## src/rtl/uart_tx_fifo.sv

```systemverilog
// uart_tx_fifo: byte FIFO feeding a UART transmitter (8N1, or 8E1 when UART_TX_PARITY_EN is defined).
module uart_tx_fifo #(
  parameter int CLK_DIV    = 16,
  parameter int FIFO_DEPTH = 4
) (
  input  logic       clk,
  input  logic       rst,
  input  logic [7:0] in_data,
  input  logic       in_valid,
  output logic       in_ready,
  output logic       tx,
  output logic       busy
);
  localparam int AW = $clog2(FIFO_DEPTH);
  localparam logic [15:0] CNT_LOAD = 16'(CLK_DIV - 1);
  typedef enum logic [2:0] {
    IDLE,
    START,
    DATA,
`ifdef UART_TX_PARITY_EN
    PARITY,
`endif
    STOP
  } state_t;
  state_t        state;
  logic [7:0]    mem [FIFO_DEPTH];
  logic [AW-1:0] wr_ptr, rd_ptr;
  logic [AW:0]   count;
  logic [15:0]   cnt;
  logic [2:0]    idx;
  logic [7:0]    shreg;
  logic          push, pop, bit_end;
`ifdef UART_TX_PARITY_EN
  logic          par;
`endif
  assign in_ready = count != (AW+1)'(FIFO_DEPTH);
  assign busy     = state != IDLE || count != '0;
  assign push     = in_valid && in_ready;
  assign bit_end  = cnt == '0;
  // A pop happens only when the line is free: idle, or on the last cycle of a stop bit.
  assign pop      = count != '0 && (state == IDLE || (state == STOP && bit_end));
  always_ff @(posedge clk) begin
    if (rst) begin
      wr_ptr <= '0;
      rd_ptr <= '0;
      count  <= '0;
    end else begin
      if (push) begin
        mem[wr_ptr] <= in_data;
        wr_ptr      <= wr_ptr + AW'(1);
      end
      if (pop) rd_ptr <= rd_ptr + AW'(1);
      count <= count + (AW+1)'(push) - (AW+1)'(pop);
    end
  end
  always_ff @(posedge clk) begin
    if (rst) begin
      state <= IDLE;
      cnt   <= '0;
      idx   <= '0;
      shreg <= '0;
      tx    <= 1'b1;
    end else if (state == IDLE || (state == STOP && bit_end)) begin
      state <= pop ? START : IDLE;
      tx    <= !pop;
      cnt   <= pop ? CNT_LOAD : '0;
      if (pop) shreg <= mem[rd_ptr];
`ifdef UART_TX_PARITY_EN
      if (pop) par <= ^mem[rd_ptr];
`endif
    end else if (!bit_end) begin
      cnt <= cnt - 16'd1;
    end else begin
      cnt <= CNT_LOAD;
      case (state)
        START: begin
          state <= DATA;
          idx   <= '0;
          tx    <= shreg[0];
        end
        DATA: begin
          if (idx == 3'd7) begin
`ifdef UART_TX_PARITY_EN
            state <= PARITY;
            tx    <= par;
`else
            state <= STOP;
            tx    <= 1'b1;
`endif
          end else begin
            idx   <= idx + 3'd1;
            shreg <= shreg >> 1;
            tx    <= shreg[1];
          end
        end
`ifdef UART_TX_PARITY_EN
        PARITY: begin
          state <= STOP;
          tx    <= 1'b1;
        end
`endif
        default: begin
          state <= IDLE;
          tx    <= 1'b1;
        end
      endcase
    end
  end
endmodule

```

## config.mk

```make
export PLATFORM = sky130hd
export DESIGN_NAME = uart_tx_fifo
export DESIGN_NICKNAME = d
export VERILOG_FILES = /design/src/rtl/uart_tx_fifo.sv
export SDC_FILE = /design/constraint.sdc
export NUM_CORES = 1
export LEC_CHECK = 0
export BUFFER_PORTS_ARGS = -buffer_cell sky130_fd_sc_hd__buf_2
export CAP_MARGIN = 20
export CORE_MARGIN = 5
export CORE_UTILIZATION = 35
export DETAILED_ROUTE_END_ITERATION = 10
export SYNTH_ARGS = -nofsm -noshare
export SYNTH_HDL_FRONTEND = slang
export SYNTH_SLANG_ARGS = --single-unit
```

## constraint.sdc

```tcl
create_clock -name clk -period 3.3 [get_ports clk]
set_clock_uncertainty 0.1 [all_clocks]
set_input_delay 0.33 -clock clk [delete_from_list [all_inputs] [get_ports clk]]
set_output_delay 0.33 -clock clk [all_outputs]
set_load 0.005 [all_outputs]
```

==> results <==
- The library cell contributing the largest single delay on the critical path is sky130_fd_sc_hd__nor4_2.
- The first routing iteration left 55 violations.
- The arithmetic-cell share of the synthesized area counting full adders, half adders and majority gates is 0.0634.
- TritonCTS built the clock tree.
- Dividing total power by cell area gives a power density of 864 nW/um^2.
- The routed wire length is 5110 um.
- The repair_antennas step left the layout with diodes totalling 0.
- The startpoint of the lowest-slack register-to-register path is cnt[6]$_SDFF_PP0_.
- The run finished with clean final reports.
- The final routed DRC violation total is 0.
- The arrival time of the worst setup path is 3150 ps.
- The complex-gate fraction of the synthesized area came to 0.0597.
- The wire length of the first global-routing pass is 8730 um.
- After technology mapping, the gate count stands at 255.
- The portion of netlist area occupied by mux cells is 0.0845.
- The stage delay of the slowest cell on the critical path is about 520 ps.
- The total iterations of the first detailed-routing run is 4.
- The detailed placement HPWL is 3510 um.
- The area added between synthesis and finish is 11.7%.
- The transition time of the tightest slew-check pin is 696 ps.
- The final worst slack is 269 ps.
- The final route contains around 1.9k vias.
- The length of routed met2 wiring is 2480 um.
- Hold is met by around 90 ps.
- The relative max-transition margin is 0.533.
- The maximum number of pins on one net before global-route repair is 26.
- The cell area after synthesis is 3080 um^2.
- The cell family contributing the most delay on the critical path is simple AND/OR/NAND/NOR gates.
- The final count of pins violating max slew was 0.
- The critical path launch point type is a flip-flop.
- For this run, the total global-route usage over all layers was measured as 0.101.
- Across all register-to-register paths, the minimum setup slack is 270 ps.
- Dividing the final minimum period by the clock period gives 0.919.
- For the final routed database, the setup TNS stands at 0 ps.
- The total power consumption of the routed design is 0.00297 W.
- The H-tree level count is 3.
- The master cell of the clock root buffer is sky130_fd_sc_hd__clkbuf_8.
- The clock slew at the register clock pins of the worst setup and hold paths is approximately 90 ps.
- The clock passes through at most 2 buffers.
- During placement, the flow inserted port buffers numbering 13.
- The clock period could shrink to 3030 ps.
- Setup violations remaining at the end of the flow were counted as 0.
- The endpoint identified for the worst register-to-register timing path is count[2]$_SDFF_PP0_.
- Of the cells placed in the final design, the portion with a size suffix greater than 1 is 0.173.
- A synthesized cell averages between 10 and 15 um^2.
- The initial core utilization is 0.357.
- After synthesis, the largest family of logic cells by area is simple AND/OR/NAND/NOR gates.
- Derived from the worst setup path, the maximum achievable clock frequency is 0.330 GHz.
- After routing the design area is 3440 um^2.
- Along the worst hold path, the cell count comes to 1.
- Post-CTS repair changed the size of 0 cells.
- For the worst setup path, the data required time is 3420 ps.
- The basic-gate share of the synthesized area counting and, or, nand and nor cells is 0.151.
- The post-CTS setup buffer count is 0.
- After the last flow step, the layout net total stands at between 200 and 300.
- In this run the cell area measured after placement is 3260 um^2.
- The initialized floorplan defines 34 standard-cell rows.
- After detailed routing, the number of vias per cell comes to 4.85.
- The class of the tightest hold or removal check is primary input to flip-flop.
- Routability-driven placement finished with a final weighted congestion of around 0.75.
- The post-synthesis sequential element count is 71.
- Together, buffers and inverters on the worst path number 2.
- The number of synthesis warnings is 0.
- The post-synthesis cell type count is between 40 and 50.
- The start point of the worst min-delay path is in_data[5].
- Setup repair after global routing left no endpoint under its margin.
- Counting the buffers created by CTS gives 9.
- The full die area is ~11000 um^2.
- The hold violation count in the final report is 0.
- The detailed router put a total of around 2400 um of wire on met1.
- STA classifies the critical path endpoint as a flip-flop.
- VDD sags by at most about 0.00031 V.
- The number of nets still failing antenna checks after routing is 0.
- Counting every sink on the clock net gives just over 70.
- The tool flagged a number of max-cap violations equal to 0.
- The critical path goes through nor4_2 -> nand4_1 -> a21oi_2 -> ha_1 -> inv_1 -> ha_1 -> inv_1 -> fa_1 -> xor2_1 -> xnor2_1 -> nor2_1.
- The critical-path maximum fanout is 5.
- The clock latency on the worst-skew pair is 350 ps.
- Detailed routing placed a total of roughly 190 um of wire on met3.
- Before CTS, the worst setup slack after placement is 281 ps.
- The number of cells traversed by the worst register-to-register path is 11.
- The sequential element share of the synthesized area is 0.565.
- The top routing layer in use is met4.
- The worst setup path category is flip-flop to flip-flop.
- The number of global-route vias before repair was 1882.
- After detailed routing, the average wire length per cell comes to 13.3 um.
- The analysis attributes to cell leakage a power of ~1.3 nW.
- For this run the aggregate overflow at the end of global routing stands at 0.
- The number of antenna violations at the first check in global routing is 0.
- The top cell types in the final layout, fill and taps aside, are sky130_fd_sc_hd__nor2_1, sky130_fd_sc_hd__dfxtp_1, sky130_fd_sc_hd__edfxtp_1.
- 14 I/O pins were placed.
- The vertical die dimension is 104 um.
- The xor and xnor area share after synthesis is 0.0512.
- The die outline width is 104 um.
- The number of hold-repair buffers added at the cts stage is 0.
- When the netlist entered floorplanning its net count stood at 281.
- The end point of the worst hold path is mem[1][5]$_DFFE_PP_.
- The core region is 8640 um^2.
==> metrics by stage <==
step            util  cells
2_1_floorplan      -    255
3_3_place_gp   0.377    369
3_5_place_dp   0.377    369
4_1_cts        0.399    385
5_1_grt        0.399    385
6_report       0.399    385
==> area by class of cell <==
cell class,instances,area (um^2)
clock buffer,9,124
clock inverter,7,61.3
fill,837,5190
inverter,10,37.5
multi-input combinational,165,1260
sequential,71,1740
tap,108,135
timing repair buffer,15,80.1
==> state kept, by name (all words and copies together), names as in the netlist, named ones only <==
| signal | flops |
|---|---|
| wr_ptr | 2 |
| tx | 1 |
| idx | 3 |
| cnt | 16 |
| mem | 32 |
| shreg | 8 |
| state | 2 |
| count | 3 |
| rd_ptr | 2 |
==> worst max path at each step <==
stage | start | to | slack, ps | cells after the start
floorplan | state[0]$_SDFFE_PP0P_ | count[2]$_SDFF_PP0_ | 620 | 12
global placement | cnt[6]$_SDFF_PP0_ | count[2]$_SDFF_PP0_ | 410 | 11
detailed placement | cnt[6]$_SDFF_PP0_ | count[2]$_SDFF_PP0_ | 280 | 11
CTS | cnt[6]$_SDFF_PP0_ | count[2]$_SDFF_PP0_ | 250 | 11
global route | cnt[6]$_SDFF_PP0_ | count[2]$_SDFF_PP0_ | 50 | 11
finish | cnt[6]$_SDFF_PP0_ | count[2]$_SDFF_PP0_ | 270 | 11
==> report_power, final <==
group / switching, W / internal [W]
sequential: 0.000146 / 0.00108
clock: 0.000362 / 0.000287
combinational: 0.000590 / 0.000512
==> cell usage after synthesis, drive strengths merged <==
master | count | share of area
dfxtp | 39 | 0.25
nor2 | 39 | 0.048
edfxtp | 32 | 0.31
nand2 | 15 | 0.021
ha | 14 | 0.057
a21oi | 12 | 0.022
inv | 10 | 0.012
xnor2 | 10 | 0.028
a211oi | 9 | 0.024
mux2i | 8 | 0.026
mux4 | 8 | 0.058
xor2 | 8 | 0.023
nand3 | 6 | 0.0097
and2 | 5 | 0.010
clkbuf | 5 | 0.0061
buf | 4 | 0.0065
nor3 | 4 | 0.0065
nor4 | 4 | 0.015
nand2b | 3 | 0.0061
a22oi | 2 | 0.0049
nand4 | 2 | 0.0041
nor2b | 2 | 0.0041
nor4b | 2 | 0.0077
a21o | 1 | 0.0024
a41oi | 1 | 0.0028
and3b | 1 | 0.0028
fa | 1 | 0.0065
nand3b | 1 | 0.0024
nand4b | 1 | 0.0028
nand4bb | 1 | 0.0037
o21ai | 1 | 0.0016
o31ai | 1 | 0.0024
or2 | 1 | 0.0020
or3 | 1 | 0.0020
or4 | 1 | 0.0037
==> metal layers <==
metal	vias to the layer above	global-route usage
met5	-	0
met4	0	0.0444
met3	6	0.0417
met2	19	0.163
met1	902	0.118
li1	942	-
==> cells by family (layout without fill, tap and decap cells) <==
logic type,after synthesis,count (layout)
flip-flops,71,71
adder cells (fa/ha/maj),15,15
buffers and inverters,19,41
AO/OA/AOI/OAI,27,27
AND/OR/NAND/NOR,89,89
multiplexers,16,16
XOR/XNOR,18,18
Power figures use the tool's default switching activity.
